File: config.mk
export PLATFORM = sky130hd
export DESIGN_NAME = traffic_light_ctrl
export DESIGN_NICKNAME = d
export VERILOG_FILES = /design/src/rtl/traffic_pkg.sv /design/src/rtl/traffic_light_ctrl_tick_gen.sv /design/src/rtl/traffic_light_ctrl.sv
export SDC_FILE = /design/constraint.sdc
export NUM_CORES = 1
export LEC_CHECK = 0
export BUFFER_PORTS_ARGS = -buffer_cell sky130_fd_sc_hd__buf_2
export CAP_MARGIN = 5
export CORE_MARGIN = 1.5
export CORE_UTILIZATION = 45
export DETAILED_ROUTE_END_ITERATION = 16
export HOLD_SLACK_MARGIN = 0.15
export PLACE_DENSITY = 0.73
export SETUP_SLACK_MARGIN = 0.02
export SYNTH_ARGS = -nofsm -noshare
export SYNTH_HDL_FRONTEND = slang
export SYNTH_SLANG_ARGS = --single-unit
File: constraint.sdc
create_clock -name clk -period 3.95 [get_ports clk]
set_clock_uncertainty 0.05 [all_clocks]
set_input_delay 0.395 -clock clk [delete_from_list [all_inputs] [get_ports clk]]
set_output_delay 0.395 -clock clk [all_outputs]
set_load 0.01 [all_outputs]
File: src/rtl/traffic_pkg.sv
// Shared types and constants for the traffic-light sequencer: state codes,
// GRB lamp colours, lamp slot positions and the per-slot lamp table.
package traffic_pkg;

    typedef enum logic [2:0] {
        ST_INIT       = 3'd0,
        ST_GREEN      = 3'd1,
        ST_YELLOW     = 3'd2,
        ST_RED        = 3'd3,
        ST_RED_YELLOW = 3'd4,
        ST_NIGHT_ON   = 3'd5,
        ST_NIGHT_OFF  = 3'd6
    } state_t;

    localparam logic [23:0] COLOR_RED   = 24'h00FF00;
    localparam logic [23:0] COLOR_AMBER = 24'hA5FF00;
    localparam logic [23:0] COLOR_GREEN = 24'hFF0000;
    localparam logic [23:0] COLOR_OFF   = 24'h000000;

    localparam int SLOT_RED   = 0;
    localparam int SLOT_AMBER = 1;
    localparam int SLOT_GREEN = 2;
    localparam int SLOT_PED   = 3;

    function automatic logic is_day(state_t s);
        return !(s inside {ST_NIGHT_ON, ST_NIGHT_OFF});
    endfunction

    // Slots beyond the pedestrian lamp are always dark.
    function automatic logic [23:0] lamp_color(state_t s, int slot);
        logic [23:0] c;
        c = COLOR_OFF;
        case (slot)
            SLOT_RED:   if (s inside {ST_INIT, ST_RED, ST_RED_YELLOW}) c = COLOR_RED;
            SLOT_AMBER: if (s inside {ST_YELLOW, ST_RED_YELLOW, ST_NIGHT_ON}) c = COLOR_AMBER;
            SLOT_GREEN: if (s == ST_GREEN) c = COLOR_GREEN;
            SLOT_PED: begin
                if (s == ST_RED)   c = COLOR_GREEN;
                else if (is_day(s)) c = COLOR_RED;
            end
            default:    c = COLOR_OFF;
        endcase
        return c;
    endfunction

endpackage

File: src/rtl/traffic_light_ctrl_tick_gen.sv
// Prescaler producing one tick every DIV clocks; hold freezes it, clear
// restarts the count so a new phase always begins on a fresh tick period.
module tick_gen #(
    parameter int DIV = 10
) (
    input  logic clk,
    input  logic reset,
    input  logic clear,
    input  logic hold,
    output logic tick
);

    localparam int PW = $clog2(DIV);

    logic [PW-1:0] count;

    assign tick = !hold && (count == PW'(DIV - 1));

    always_ff @(posedge clk or posedge reset) begin
        if (reset)
            count <= '0;
        else if (clear)
            count <= '0;
        else if (!hold)
            count <= tick ? '0 : count + PW'(1);
    end

endmodule

File: src/rtl/traffic_light_ctrl.sv
// Traffic-light sequencer: phase timing, pedestrian request latch, night
// blinking and GRB pixel packing for the LED-strip serialiser.
module traffic_light_ctrl
    import traffic_pkg::*;
#(
    parameter int CLK_HZ           = 100_000_000,
    parameter int TICK_HZ          = 10,
    parameter int NUM_LEDS         = 4,
    parameter int INIT_TICKS       = 20,
    parameter int GREEN_TICKS      = 50,
    parameter int PED_MIN_GREEN    = 20,
    parameter int YELLOW_TICKS     = 10,
    parameter int RED_TICKS        = 50,
    parameter int RED_YELLOW_TICKS = 10,
    parameter int BLINK_TICKS      = 5
) (
    input  logic                    clk,
    input  logic                    reset,
    input  logic                    night_mode,
    input  logic                    ped_req,
    input  logic                    hold,
    output logic [NUM_LEDS*24-1:0]  colordata,
    output logic                    frame_update,
    output logic [2:0]              phase,
    output logic                    ped_ack
);

    localparam int DIV   = CLK_HZ / TICK_HZ;
    localparam int OUT_W = NUM_LEDS * 24;

    function automatic int max2(int a, int b);
        return (a > b) ? a : b;
    endfunction

    localparam int MAX_TICKS = max2(max2(max2(INIT_TICKS, GREEN_TICKS), max2(YELLOW_TICKS, RED_TICKS)),
                                    max2(RED_YELLOW_TICKS, BLINK_TICKS));
    localparam int CW        = $clog2(MAX_TICKS + 1);
    localparam int PED_LAST  = (PED_MIN_GREEN > 0) ? PED_MIN_GREEN - 1 : 0;

    localparam logic [OUT_W-1:0] RESET_PIXELS = {COLOR_RED, {(OUT_W-24){1'b0}}};

    state_t           state, state_next;
    logic [CW-1:0]    cnt, last_cnt;
    logic             tick, phase_end, entering, ped_latch, started;
    logic [OUT_W-1:0] pixels_next;

    assign entering = (state_next != state);
    assign phase    = state;

    tick_gen #(.DIV(DIV)) u_tick_gen (
        .clk   (clk),
        .reset (reset),
        .clear (entering),
        .hold  (hold),
        .tick  (tick)
    );

    always_ff @(posedge clk or posedge reset) begin
        if (reset)
            state <= ST_INIT;
        else
            state <= state_next;
    end

    always_comb begin
        last_cnt   = CW'(BLINK_TICKS - 1);
        state_next = state;
        case (state)
            ST_INIT:       last_cnt = CW'(INIT_TICKS - 1);
            ST_GREEN:      last_cnt = CW'(GREEN_TICKS - 1);
            ST_YELLOW:     last_cnt = CW'(YELLOW_TICKS - 1);
            ST_RED:        last_cnt = CW'(RED_TICKS - 1);
            ST_RED_YELLOW: last_cnt = CW'(RED_YELLOW_TICKS - 1);
            default:       last_cnt = CW'(BLINK_TICKS - 1);
        endcase
        // A served pedestrian request may cut green short once the minimum has run.
        phase_end = tick && ((cnt == last_cnt) ||
                             (state == ST_GREEN && ped_latch && cnt >= CW'(PED_LAST)));
        if (phase_end) begin
            if (!is_day(state))
                state_next = !night_mode ? ST_INIT :
                             (state == ST_NIGHT_ON) ? ST_NIGHT_OFF : ST_NIGHT_ON;
            else if (night_mode)
                state_next = ST_NIGHT_ON;
            else begin
                case (state)
                    ST_INIT:       state_next = ST_RED;
                    ST_RED:        state_next = ST_RED_YELLOW;
                    ST_RED_YELLOW: state_next = ST_GREEN;
                    ST_GREEN:      state_next = ST_YELLOW;
                    ST_YELLOW:     state_next = ST_RED;
                    default:       state_next = ST_INIT;
                endcase
            end
        end
    end

    always_comb begin
        pixels_next = '0;
        for (int i = 0; i < NUM_LEDS; i++)
            pixels_next[(NUM_LEDS-1-i)*24 +: 24] = lamp_color(state_next, i);
    end

    always_ff @(posedge clk or posedge reset) begin
        if (reset) begin
            cnt          <= '0;
            ped_latch    <= 1'b0;
            started      <= 1'b0;
            frame_update <= 1'b0;
            ped_ack      <= 1'b0;
            colordata    <= RESET_PIXELS;
        end else begin
            if (entering)
                cnt <= '0;
            else if (tick)
                cnt <= cnt + CW'(1);

            ped_ack <= entering && (state_next == ST_RED) && ped_latch;

            // Clearing on RED/night entry wins over a request arriving on that same edge.
            if (entering && (state_next == ST_RED || (state_next == ST_NIGHT_ON && is_day(state))))
                ped_latch <= 1'b0;
            else if (ped_req && state != ST_RED)
                ped_latch <= 1'b1;

            colordata    <= pixels_next;
            frame_update <= (pixels_next != colordata) || !started;
            started      <= 1'b1;
        end
    end

endmodule

; ---- Yosys cells after proc, flatten, opt, wreduce, memory -nomap -nowiden
; Cells that the tools add are included.
[word_totals]
reg_bits = 133
in_bits = 5
output_inout_bits = 101
elab_cells = 74
[classes]
addsub = 2
order_cmp = 1
eq_ne = 18
mux = 19
reduce_logical = 26
[ops]
columns = op, count
row1 = 24-bit 2-to-1 mux, 6
row2 = 96-bit inequality test, 1
row3 = 16-bit 2-to-1 mux, 2
row4 = 24-bit by 1-bit adder with 24-bit output (second input constant), 1
row5 = 24-bit equality test (second input constant), 1
row6 = 3-bit equality test (second input constant), 6
row7 = 6-bit case mux with 3 select lines, 1
row8 = 3-bit by 2-bit equality test with 1-bit output (second input constant), 4
row9 = 3-bit 2-to-1 mux, 4
row10 = 6-bit 2-to-1 mux, 2
row11 = 3-bit case mux with 4 select lines, 1
row12 = 1-bit logical AND, 9
row13 = 2-bit nonzero test, 4
row14 = 6-bit by 1-bit adder with 6-bit output (second input constant), 1
row15 = 3-bit by 1-bit equality test with 1-bit output (second input constant), 2
row16 = 6-bit equality test, 1
row17 = 6-bit by 5-bit >= comparator with 1-bit output (second input constant), 1
row18 = 3-bit zero test, 2
row19 = 3-bit nonzero test, 2
row20 = 2-bit OR reduction, 3
row21 = 1-bit zero test, 3
row22 = 1-bit logical OR, 3
row23 = 3-bit by 2-bit inequality test with 1-bit output (second input constant), 1
row24 = 3-bit inequality test, 1
row25 = 3 further kinds, 4

; ---- Depth between registers and ports, before layout
; Gate-level depths: netlist of the first run.
[depth]
word_depth = 13
ltp_mapped = 10
ltp_nobuf = 9

; ---- By module
; A second synthesis of the first run with hierarchy kept.
[hier_totals]
cells_unflattened = 365
area_unflattened_um2 = 3180.6
[modules_own_cells]
columns = module, n_inst, cells_each, area_each_um2, seq_area_each_um2
row1 = traffic_light_ctrl, 1, 230, 1881.8, 451.7
row2 = tick_gen, 1, 135, 1298.7, 600.6

; ---- Least setup slack after synthesis of the first run
; Ideal clock, no wire load.
[synth_path]
path_type = reg-to-reg
start = register u_tick_gen.count[0]
end = register frame_update
setup_ns = 0.133
t_arrival_ns = 2.466
required_time_ns = 3.767
setup_slack_ns = 1.301
path_stages_with_launch = 10
n_path_buf = 0
synth_period_minus_slack_ns = 2.649
cell_sequence = dfrtp_1 > ha_1 > and4b_1 > nand3_4 > or4_4 > or4_1 > nand3_1 > xnor2_1 > o211ai_1 > nand4b_1
[synth_via]
word_cells_on_any_way = 21
classes_between = eq/ne: 8 / mux: 6 / reduce/logical: 7
[synth_lines]
columns = element, line
row1 = from (decl), traffic_light_ctrl_tick_gen.sv:15  ; logic [PW-1:0] count;
row2 = from (signal assigned), traffic_light_ctrl_tick_gen.sv:25  ; count <= tick ? '0 : count + PW'(1);
row3 = 24-bit equality test, traffic_light_ctrl_tick_gen.sv:17  ; assign tick = !hold && (count == PW'(DIV - 1));
row4 = 1-bit logical AND, traffic_light_ctrl_tick_gen.sv:17
row5 = 1-bit logical AND, traffic_light_ctrl.sv:77  ; phase_end = tick && ((cnt == last_cnt) ||
row6 = 3-bit 2-to-1 mux, traffic_light_ctrl.sv:79  ; if (phase_end) begin
row7 = 3-bit by 1-bit equality test with 1-bit output, traffic_pkg.sv:36  ; SLOT_GREEN: if (s == ST_GREEN) c = COLOR_GREEN;
row8 = 24-bit 2-to-1 mux, traffic_pkg.sv:36
row9 = via pixels_next[40], traffic_light_ctrl.sv:45  ; logic [OUT_W-1:0] pixels_next;
row10 = 96-bit inequality test, traffic_light_ctrl.sv:127  ; frame_update <= (pixels_next != colordata) || !started;
row11 = 1-bit logical OR, traffic_light_ctrl.sv:127
row12 = to (signal assigned), traffic_light_ctrl.sv:127
row13 = to (decl), traffic_light_ctrl.sv:23  ; output logic frame_update,
; The timed path passes the listed nets, and every way through them passes these cells.
; A chain may end at the register's enable or synchronous reset.

; ---- Worst setup path in the final report of the first run
; Ends and elaborated chain as after synthesis.

==> results of run 1 <==
-- per-layer routing --
metal	wire length, um	track usage
met4	65	0.0440
met5	0	0
met1	2390	0.194
met3	250	0.0260
met2	2660	0.261
-- tightest hold or removal path: cells and delay by family --
kind | cells | cell delay, ns
buffers and inverters | 3 | 0.57
-- cell families after synthesis --
group	share of synthesized area
XOR/XNOR	0.0761
other	0.00243
multiplexers	0.00648
adder cells (fa/ha/maj)	0.00810
AO/OA/AOI/OAI	0.108
buffers and inverters	0.247
AND/OR/NAND/NOR	0.212
flip-flops	0.340
-- placed cells by master (no fill, tap or decap), types with 3 or more instances in the layout --
cell type | synthesis | layout
o31ai_1 | 7 | 7
or4_1 | 3 | 3
nor2_1 | 26 | 26
dfrtp_1 | 41 | 41
a21o_1 | 4 | 4
o21ai_0 | 13 | 13
and3_1 | 6 | 6
buf_2 | 2 | 53
xor2_1 | 10 | 10
xnor2_1 | 15 | 15
inv_1 | 6 | 6
nand3_1 | 11 | 11
nor4bb_1 | 3 | 3
clkbuf_8 | 1 | 6
nand2b_1 | 5 | 5
nor3_1 | 3 | 3
a21oi_1 | 12 | 12
nand4_1 | 6 | 6
conb_1 | 2 | 53
nand2_1 | 27 | 27
o211ai_1 | 3 | 3
-- sequential cells by signal (all words and copies together) (netlist names) --
signal,count
u_tick_gen.count,24
cnt,6
colordata,5
phase,3
frame_update,1
ped_ack,1
ped_latch,1
started,1
-- layout make-up --
class                      count  area (um^2)  share of cell area
clock buffer                   7         86.3              0.0286
clock inverter                 1         5.00             0.00166
inverter                       6         22.5             0.00746
multi-input combinational    250         1470               0.488
sequential                    42         1050               0.349
tap                           80          100              0.0332
timing repair buffer          55          280              0.0928
-- per-stage QoR --
step | setup slack (ns) | instances | hold slack [ns]
after floorplan | 1.30 | 398 | 0.423
after global placement | 1.14 | 433 | 0.450
after detailed placement | 1.03 | 433 | 0.463
after CTS | 1.04 | 441 | 0.192
after global routing | 0.849 | 441 | 0.230
final | 1.06 | 441 | 0.171
-- power by group --
group / internal [W] / switching [W]
sequential: 0.000457 / 0.0000324
clock: 0.000141 / 0.000145
combinational: 0.0000303 / 0.0000542
-- worst paths after layout --
| path | from | endpoint | slack, ns |
|---|---|---|---|
| max | u_tick_gen.count[0] | frame_update | 1.06 |
| min | reset | u_tick_gen.count[6] | 0.17 |
| max reg2reg | u_tick_gen.count[0] | frame_update | 1.06 |
| min reg2reg | u_tick_gen.count[13] | u_tick_gen.count[13] | 0.48 |
| max in group asynchronous | reset | colordata[86] | 3.31 |
| min in group clk | ped_req | ped_latch | 0.31 |
==> impl_metrics.json, run 1 <==
{
  "rsz0062_at_grt": "no",
  "yosysSeqAreaShare": 0.340,
  "via_per_inst": 4.99,
  "nets": 367,
  "yosysTopAreaCell": "dfrtp_1",
  "setup_tns_ns": 0,
  "htreeDepth": 2,
  "drive_gt1_frac": 0.211,
  "placed_area_mm2": 0.00293,
  "yosys.cell_count.top_type": "buf_4",
  "drv_cap": 0,
  "root_buffer": "clkbuf_8",
  "crit_fanout": 9,
  "worst-path-stages": 9,
  "clock_sinks": 42,
  "vias": 2201,
  "drcViolationCount": 0,
  "num_rows": 30,
  "fmax_ghz": 0.347,
  "startpoint_type": "flop",
  "netlist_area_mm2": 0.00309,
  "fillerInstances": 657,
  "synthTopCellsByArea": "dfrtp_1 33%, buf_4 22%, xnor2_1 4.3%, nand2_1 3.3%, nor2_1 3.2%",
  "fin_util": 0.449,
  "synth_seq_cells": 42,
  "drtPass1Iterations": 4,
  "layout_min_cycle_time_ns": 2.89,
  "overflow": 0,
  "clock_latency_ns": 0.29,
  "clockBufferDepth": 2,
  "crit_path_end_kind": "flop",
  "die-area_mm2": 0.00737,
  "drt-total-wl_mm": 5.37,
  "num_io_pins": 106,
  "dieHeight_um": 85.9,
  "wl_per_cell_um": 12.2,
  "drv_slew": 0,
  "cts_resized": 0,
  "worstPathArrival_ns": 3.01,
  "hold_viol": 0,
  "hp-class": "input pin to async pin",
  "post_cts_buffers": 0,
  "drt_iter0_markers": 126,
  "start_util": 0.460,
  "syn_inst": 347,
  "portBuffers": 53,
  "slew_headroom": 0.457,
  "cts_made_buffers": 5,
  "grt_pass1_vias": 1936,
  "fp.coreArea_mm2": 0.00672,
  "synth_edf_count": 0,
  "power_leakage_nw": 1.42,
  "hpwl_mm": 3.82,
  "die_w_um": 85.9,
  "max_slew.worst_pin.slew_ns": 0.808,
  "critPathTopFamily": "simple AND/OR/NAND/NOR gates",
  "cts_tree": "yes",
  "synthDistinctLibCells": 57,
  "antenna_found_initial": 0,
  "p_per_area_mw_per_mm2": 285,
  "dominantRegCellSynth": "dfrtp_1",
  "grt_usage": 0.151,
  "period_share": 0.731,
  "finalSetupViolCount": 0,
  "crit_slowest_cell": "or4_4",
  "clk_pin_slew_ns": 0.08,
  "worstRegToRegCells": 9,
  "outcome": "finished clean",
  "report.power.total_w": 0.000860,
  "syn_to_final_growth_pct": -2.31,
  "crit_chain": "ha_1 > and4b_1 > nand3_4 > or4_4 > or4_1 > nand3_1 > xnor2_1 > o211ai_1 > nand4b_1",
  "critPathRequiredTime_ns": 4.07,
  "synthArstFlopShare": 1.00,
  "ant_nets": 0,
  "peakVddDrop_uv": 167,
  "ys_warn_count": 0,
  "synth_top_cells_by_count": "92 x buf_4, 41 x dfrtp_1, 27 x nand2_1",
  "diodes": 0,
  "grt_max_degree": 43,
  "grt_pass1_wl_mm": 8.97,
  "place_congestion": 0.817,
  "synth_top_area_share": 0.332,
  "cp_num_buf_inv": 0,
  "syn-mean-instance-area_um2": 8.91,
  "stdcell_area_mm2": 0.00302,
  "cp_slowest_stage_delay_ns": 0.58,
  "cts.hold.buffers_added": 0,
  "path_class": "flop to flop"
}
No activity file was read; power rests on OpenSTA's default activity.
==> run 2, diff against run 1 <==
--- a/config.mk
+++ b/config.mk
@@ -5,13 +5,14 @@
 export SDC_FILE = /design/constraint.sdc
 export NUM_CORES = 1
 export LEC_CHECK = 0
+export ABC_AREA = 1
 export BUFFER_PORTS_ARGS = -buffer_cell sky130_fd_sc_hd__buf_2
 export CAP_MARGIN = 5
 export CORE_MARGIN = 1.5
 export CORE_UTILIZATION = 45
 export DETAILED_ROUTE_END_ITERATION = 16
 export HOLD_SLACK_MARGIN = 0.15
-export PLACE_DENSITY = 0.73
+export PLACE_DENSITY = 0.72
 export SETUP_SLACK_MARGIN = 0.02
 export SYNTH_ARGS = -nofsm -noshare
 export SYNTH_HDL_FRONTEND = slang
==> constraint.sdc (replaced) <==
create_clock -name clk -period 2.7 [get_ports clk]
set_clock_uncertainty 0.05 [all_clocks]
set_input_delay 0.27 -clock clk [delete_from_list [all_inputs] [get_ports clk]]
set_output_delay 0.27 -clock clk [all_outputs]
set_load 0.01 [all_outputs]
==> run 2 against run 1 <==
Clock power grew 51%. Register-to-register slack lost 0.71 ns. Die area grew 7.2%. Critical path depth is the same. Critical endpoint is now cnt[4]. First-iteration DRC count shrank 56%. Fmax grew 23%. Global-route usage shrank 0.22 points.
==> impl_metrics.json, run 2 <==
{
  "yosys.cell_count.top_type": "buf_4",
  "layout_min_cycle_time_ns": 2.35,
  "largest-register": "u_tick_gen.count",
  "placed_area_mm2": 0.00318,
  "post_cts_buffers": 0,
  "crit_slowest_cell": "dfrtp_1",
  "cp_num_buf_inv": 1,
  "final_common_cell": "nand2_1",
  "use_met2": 0.251,
  "largest_register_ffs": 24,
  "drive_gt1_frac": 0.270,
  "place_congestion": 0.822,
  "hp-start": "ped_req",
  "top_regs": "u_tick_gen.count x24, cnt x6, colordata x5",
  "grt_pass1_vias": 2166,
  "synth_edf_count": 0,
  "outcome": "finished clean",
  "hp-class": "input pin to flop",
  "drt-total-wl_mm": 5.62,
  "path_class": "flop to flop",
  "finalSetupViolCount": 0,
  "synthTopCellsByArea": "dfrtp_1 31%, buf_4 21%, nand2_1 6.1%, inv_1 5.0%, nand3_1 4.1%",
  "synth_seq_cells": 42,
  "grt_usage": 0.149,
  "fmax_ghz": 0.426,
  "layout_common_cells": "54 x nand2_1, 53 x conb_1, 53 x buf_2",
  "worstPathArrival_ns": 2.48,
  "grt_util_met1": 0.190,
  "drt_iter0_markers": 55,
  "synthArstFlopShare": 1.00,
  "grtUsageMet3": 0.0314,
  "via_per_inst": 4.54,
  "num_io_pins": 106,
  "multi_input_area_mm2": 0.00153,
  "netlist_area_mm2": 0.00332,
  "nets": 439,
  "grt.busiest_layer": "met2",
  "wl_per_cell_um": 10.6,
  "p_clk_frac": 0.323,
  "clock_sinks": 42,
  "cts_made_buffers": 5,
  "drv_cap": 0,
  "switchingPower_w": 0.000398,
  "ys_warn_count": 0,
  "cellInternalPower_w": 0.000942,
  "dominantRegCellSynth": "dfrtp_1",
  "p_seq_frac": 0.543,
  "r2r_slack_ns": 0.35,
  "drtPass1Iterations": 4,
  "grt_pass1_wl_mm": 9.32,
  "overflow": 0,
  "diodes": 0,
  "holdPathEnd": "ped_latch",
  "yosysTopAreaCell": "dfrtp_1",
  "crit_path_end_kind": "flop",
  "drv_slew": 0,
  "clock_latency_ns": 0.30,
  "critPathTopFamily": "simple AND/OR/NAND/NOR gates",
  "seq_area_mm2": 0.00105,
  "die_w_um": 88.9,
  "worstRegToRegCells": 9,
  "hpwl_mm": 4.27,
  "num_rows": 31,
  "die-area_mm2": 0.00791,
  "holdPathStages": 5,
  "fp.coreArea_mm2": 0.00721,
  "r2r-start": "u_tick_gen.count[0]",
  "synth_top_area_share": 0.309,
  "portBuffers": 53,
  "critPathRequiredTime_ns": 2.84,
  "comb_power_share": 0.134,
  "cts.hold.buffers_added": 1,
  "crit_chain": "ha_1 > nand3_1 > nand3b_1 > nor2_4 > inv_1 > nor3_1 > nand2_1 > o21ai_1 > a21oi_1",
  "stdcell_count": 532,
  "ant_nets": 0,
  "vias": 2417,
  "hold_viol": 0,
  "clockBufferDepth": 2,
  "max_slew.worst_pin.slew_ns": 0.530,
  "crit_fanout": 13,
  "setup_tns_ns": 0,
  "synth_top_cells_by_count": "91 x buf_4, 54 x nand2_1, 44 x inv_1",
  "reg2reg_to": "cnt[4]",
  "startpoint_type": "flop",
  "slew_headroom": 0.647,
  "power_leakage_nw": 1.72,
  "cts_tree": "yes",
  "yosysSeqAreaShare": 0.317,
  "dieHeight_um": 88.9,
  "root_buffer": "clkbuf_8",
  "htreeDepth": 2,
  "syn_to_final_growth_pct": -1.17,
  "antenna_found_initial": 0,
  "syn_inst": 415,
  "fillerInstances": 736,
  "cp_slowest_stage_delay_ns": 0.40,
  "synthDistinctLibCells": 44,
  "rsz0062_at_grt": "no",
  "placedCellCount": 523,
  "cts_resized": 0,
  "period_share": 0.869,
  "start_util": 0.460,
  "peakVddDrop_uv": 359,
  "setup_slack_ns": 0.353,
  "drcViolationCount": 0,
  "syn-mean-instance-area_um2": 8.00,
  "dp_slack_ns": 0.394,
  "grt_max_degree": 43,
  "p_per_area_mw_per_mm2": 408,
  "stdcell_area_mm2": 0.00328,
  "switching_share": 0.297,
  "clk_pin_slew_ns": 0.08
}
run 2: cell types whose count changed after synthesis, moves of 11 or more:
cell     change
inv_1       +38
nand2_1     +27
nand3_1     +16
nand2_2     +14
xnor2_1     -14
nor3_1      +11
run 2: metrics by stage:
| step | utilization | hold slack, ns | power, W |
|---|---|---|---|
| finish | 0.455 | 0.238 | 0.00134 |
| global route | 0.455 | 0.285 | 0.00142 |
| detailed placement | 0.441 | 0.389 | 0.000919 |
| global placement | 0.441 | 0.383 | 0.000911 |
| CTS | 0.455 | 0.237 | 0.00136 |
| floorplan | - | 0.422 | 0.000935 |
run 2: worst min-delay path, cell delays in order:
cell     delay, ns
buf_2         0.07
o21ai_0       0.06
nand2_1       0.05
o21ai_1       0.05
inv_1         0.04
run 2: layout make-up:
cell class | count | area share
tap | 99 | 0.0377
multi-input combinational | 278 | 0.467
clock inverter | 2 | 0.00381
inverter | 50 | 0.0595
timing repair buffer | 55 | 0.0861
clock buffer | 6 | 0.0252
sequential | 42 | 0.321
run 2: logic make-up (layout without fill, tap and decap cells):
family          after synthesis  count (layout)  synth area share
xor+xnor                      5               5            0.0132
buf+inv                     146             113             0.279
compound gates               40              40            0.0708
other cells                   2              53           0.00226
simple gates                178             178             0.310
flops                        42              42             0.317
fa+ha+maj                     2               2           0.00753
run 2: how the worst max path moves through the flow:
stage	start	endpoint	slack (ns)	depth (start not counted)
6_report	u_tick_gen.count[0]	cnt[4]	0.35	9
5_1_grt	u_tick_gen.count[0]	cnt[4]	0.14	9
4_1_cts	u_tick_gen.count[0]	cnt[4]	0.36	9
3_5_place_dp	u_tick_gen.count[0]	cnt[4]	0.39	9
3_3_place_gp	u_tick_gen.count[22]	cnt[4]	0.47	8
2_1_floorplan	phase[0]	frame_update	0.73	17
run 2: per-layer routing:
| metal | share of wire | wire length, um |
|---|---|---|
| met1 | 0.46 | 2610 |
| met2 | 0.48 | 2680 |
| met3 | 0.045 | 253 |
| met4 | 0.014 | 78 |
| met5 | 0 | 0 |
run 2: power by group through the flow:
stage | Sequential (W) | Clock, W | Combinational [W]
detailed placement | 0.000740 | 0 | 0.000179
global placement | 0.000736 | 0 | 0.000175
global route | 0.000733 | 0.000473 | 0.000213
finish | 0.000727 | 0.000433 | 0.000179
floorplan | 0.000729 | 0 | 0.000206
CTS | 0.000727 | 0.000449 | 0.000181
==> run 3, diff against run 2 <==
--- a/config.mk
+++ b/config.mk
@@ -13,6 +13,7 @@
 export DETAILED_ROUTE_END_ITERATION = 16
 export HOLD_SLACK_MARGIN = 0.15
 export PLACE_DENSITY = 0.72
+export RECOVER_POWER = 100
 export SETUP_SLACK_MARGIN = 0.02
 export SYNTH_ARGS = -nofsm -noshare
 export SYNTH_HDL_FRONTEND = slang
==> run 3 against run 2 <==
First-iteration DRC count up 9.1%. Clock power about the same. Final area is 2.9% lower. Total power fell by 0.55%. Register-to-register slack got worse by 0.07 ns. Fmax fell by 2.8%. Sequential power about the same. Critical path type unchanged. Final cell count is the same. Combinational power shrank 3%. Count of clock-buffer cells in the layout stayed put. Utilization down 1.3 points.
==> impl_metrics.json, run 3 (synthesis gave the netlist of run 2 again) <==
{
  "outcome": "finished clean",
  "via_per_inst": 4.59,
  "worstPathArrival_ns": 2.55,
  "clock_sinks": 42,
  "period_share": 0.895,
  "post_cts_buffers": 0,
  "antenna_found_initial": 0,
  "die_w_um": 88.9,
  "final_common_cell": "nand2_1",
  "portBuffers": 53,
  "vias": 2440,
  "critPathRequiredTime_ns": 2.83,
  "drive_gt1_frac": 0.141,
  "drt-total-wl_mm": 5.65,
  "r2r-start": "u_tick_gen.count[0]",
  "diodes": 0,
  "fmax_ghz": 0.414,
  "hp-class": "input pin to flop",
  "wl_per_cell_um": 10.6,
  "cp_slowest_stage_delay_ns": 0.40,
  "grt_max_degree": 43,
  "clk_pin_slew_ns": 0.09,
  "layout_min_cycle_time_ns": 2.42,
  "top_regs": "u_tick_gen.count x24, cnt x6, colordata x5",
  "clock_latency_ns": 0.30,
  "fin_util": 0.442,
  "syn_to_final_growth_pct": -4.07,
  "fillerInstances": 764,
  "hpwl_mm": 4.27,
  "layout_common_cells": "58 x nand2_1, 53 x conb_1, 48 x clkbuf_1",
  "drv_slew": 0,
  "clockBufferDepth": 2,
  "r2r_slack_ns": 0.28,
  "p_per_area_mw_per_mm2": 418,
  "num_io_pins": 106,
  "max_slew.worst_pin.slew_ns": 1.04,
  "hold_viol": 0,
  "slew_headroom": 0.306,
  "crit_fanout": 7,
  "largest-register": "u_tick_gen.count",
  "critPathTopFamily": "simple AND/OR/NAND/NOR gates",
  "overflow": 0,
  "drv_cap": 0,
  "cts_resized": 0,
  "fp.coreArea_mm2": 0.00721,
  "drt_iter0_markers": 60,
  "cp_common_cell": "nand3_1",
  "use_met2": 0.251,
  "nets": 439,
  "start_util": 0.460,
  "startpoint_type": "flop",
  "peakVddDrop_uv": 356,
  "cts_made_buffers": 5,
  "grt_usage": 0.149,
  "rsz0062_at_grt": "no",
  "crit_slowest_cell": "dfrtp_1",
  "cp_num_buf_inv": 0,
  "grt_util_met1": 0.190,
  "grt_pass1_vias": 2166,
  "power_leakage_nw": 1.54,
  "largest_register_ffs": 24,
  "place_congestion": 0.822,
  "htreeDepth": 2,
  "ant_nets": 0,
  "dieHeight_um": 88.9,
  "die-area_mm2": 0.00791,
  "setup_tns_ns": 0,
  "grtUsageMet3": 0.0314,
  "num_rows": 31,
  "drtPass1Iterations": 4,
  "cts.hold.buffers_added": 1,
  "path_class": "flop to flop",
  "grt.busiest_layer": "met2",
  "drcViolationCount": 0,
  "crit_chain": "ha_1 > nand3_1 > nor3_1 > nand4_1 > nor2_8 > nand3_1 > nand2_1 > nand3_2 > nand2_1 > nand3_1 > nor2_1 > nand3_1",
  "hp-start": "ped_req",
  "cts_tree": "yes",
  "grt_pass1_wl_mm": 9.32,
  "finalSetupViolCount": 0,
  "crit_start": "u_tick_gen.count[0]",
  "crit_path_end_kind": "flop",
  "root_buffer": "clkbuf_8"
}
## run 3: report_power, final
part           leakage (nW)  total (W)  internal (W)  switching [W]
registers             0.481   0.000725      0.000680      0.0000450
clock network        0.0472   0.000433      0.000206       0.000228
logic                  1.01   0.000174     0.0000540       0.000120
## run 3: worst paths after layout
| path | end | cells past startpoint |
|---|---|---|
| worst max-delay path | frame_update | 12 |
| worst min-delay path | ped_latch | 5 |
| worst max register to register | frame_update | 12 |
| worst min register to register | u_tick_gen.count[0] | 1 |
| max in group asynchronous | u_tick_gen.count[15] | 4 |
| min in group asynchronous | phase[1] | 4 |
## run 3: layout make-up
class	count	area, um^2	share of cell area
inverters	50	195	0.0612
well taps	99	124	0.0389
clock inverters	2	12.5	0.00393
clock buffers	6	82.6	0.0259
repair buffers	55	220	0.0691
multi-input cells	278	1500	0.471
flip-flops and latches	42	1050	0.330
## run 3: metrics by stage
| step | worst slack, ns | hold WS, ns | instances | power [W] | cell area (um^2) |
|---|---|---|---|---|---|
| finish | 0.285 | 0.238 | 532 | 0.00133 | 3190 |
| global route | 0.0877 | 0.285 | 532 | 0.00141 | 3190 |
| CTS | 0.355 | 0.237 | 532 | 0.00136 | 3280 |
| detailed placement | 0.394 | 0.389 | 523 | 0.000919 | 3180 |
| global placement | 0.467 | 0.383 | 523 | 0.000911 | 3180 |
| floorplan | 0.725 | 0.422 | 466 | 0.000935 | 3510 |
## run 3: worst reg2reg max path: stages (launching register included)
cell	delay [ns]
dfrtp_1	0.40
ha_1	0.18
nand3_1	0.13
nor3_1	0.19
nand4_1	0.29
nor2_8	0.24
nand3_1	0.10
nand2_1	0.22
nand3_2	0.16
nand2_1	0.08
nand3_1	0.08
nor2_1	0.11
nand3_1	0.07
## run 3: per-layer routing
| metal | share of wire | wire length (um) | up-vias |
|---|---|---|---|
| met1 | 0.46 | 2610 | 1129 |
| met4 | 0.014 | 78 | 0 |
| li1 | - | - | 1231 |
| met5 | 0 | 0 | - |
| met2 | 0.47 | 2680 | 69 |
| met3 | 0.050 | 282 | 11 |
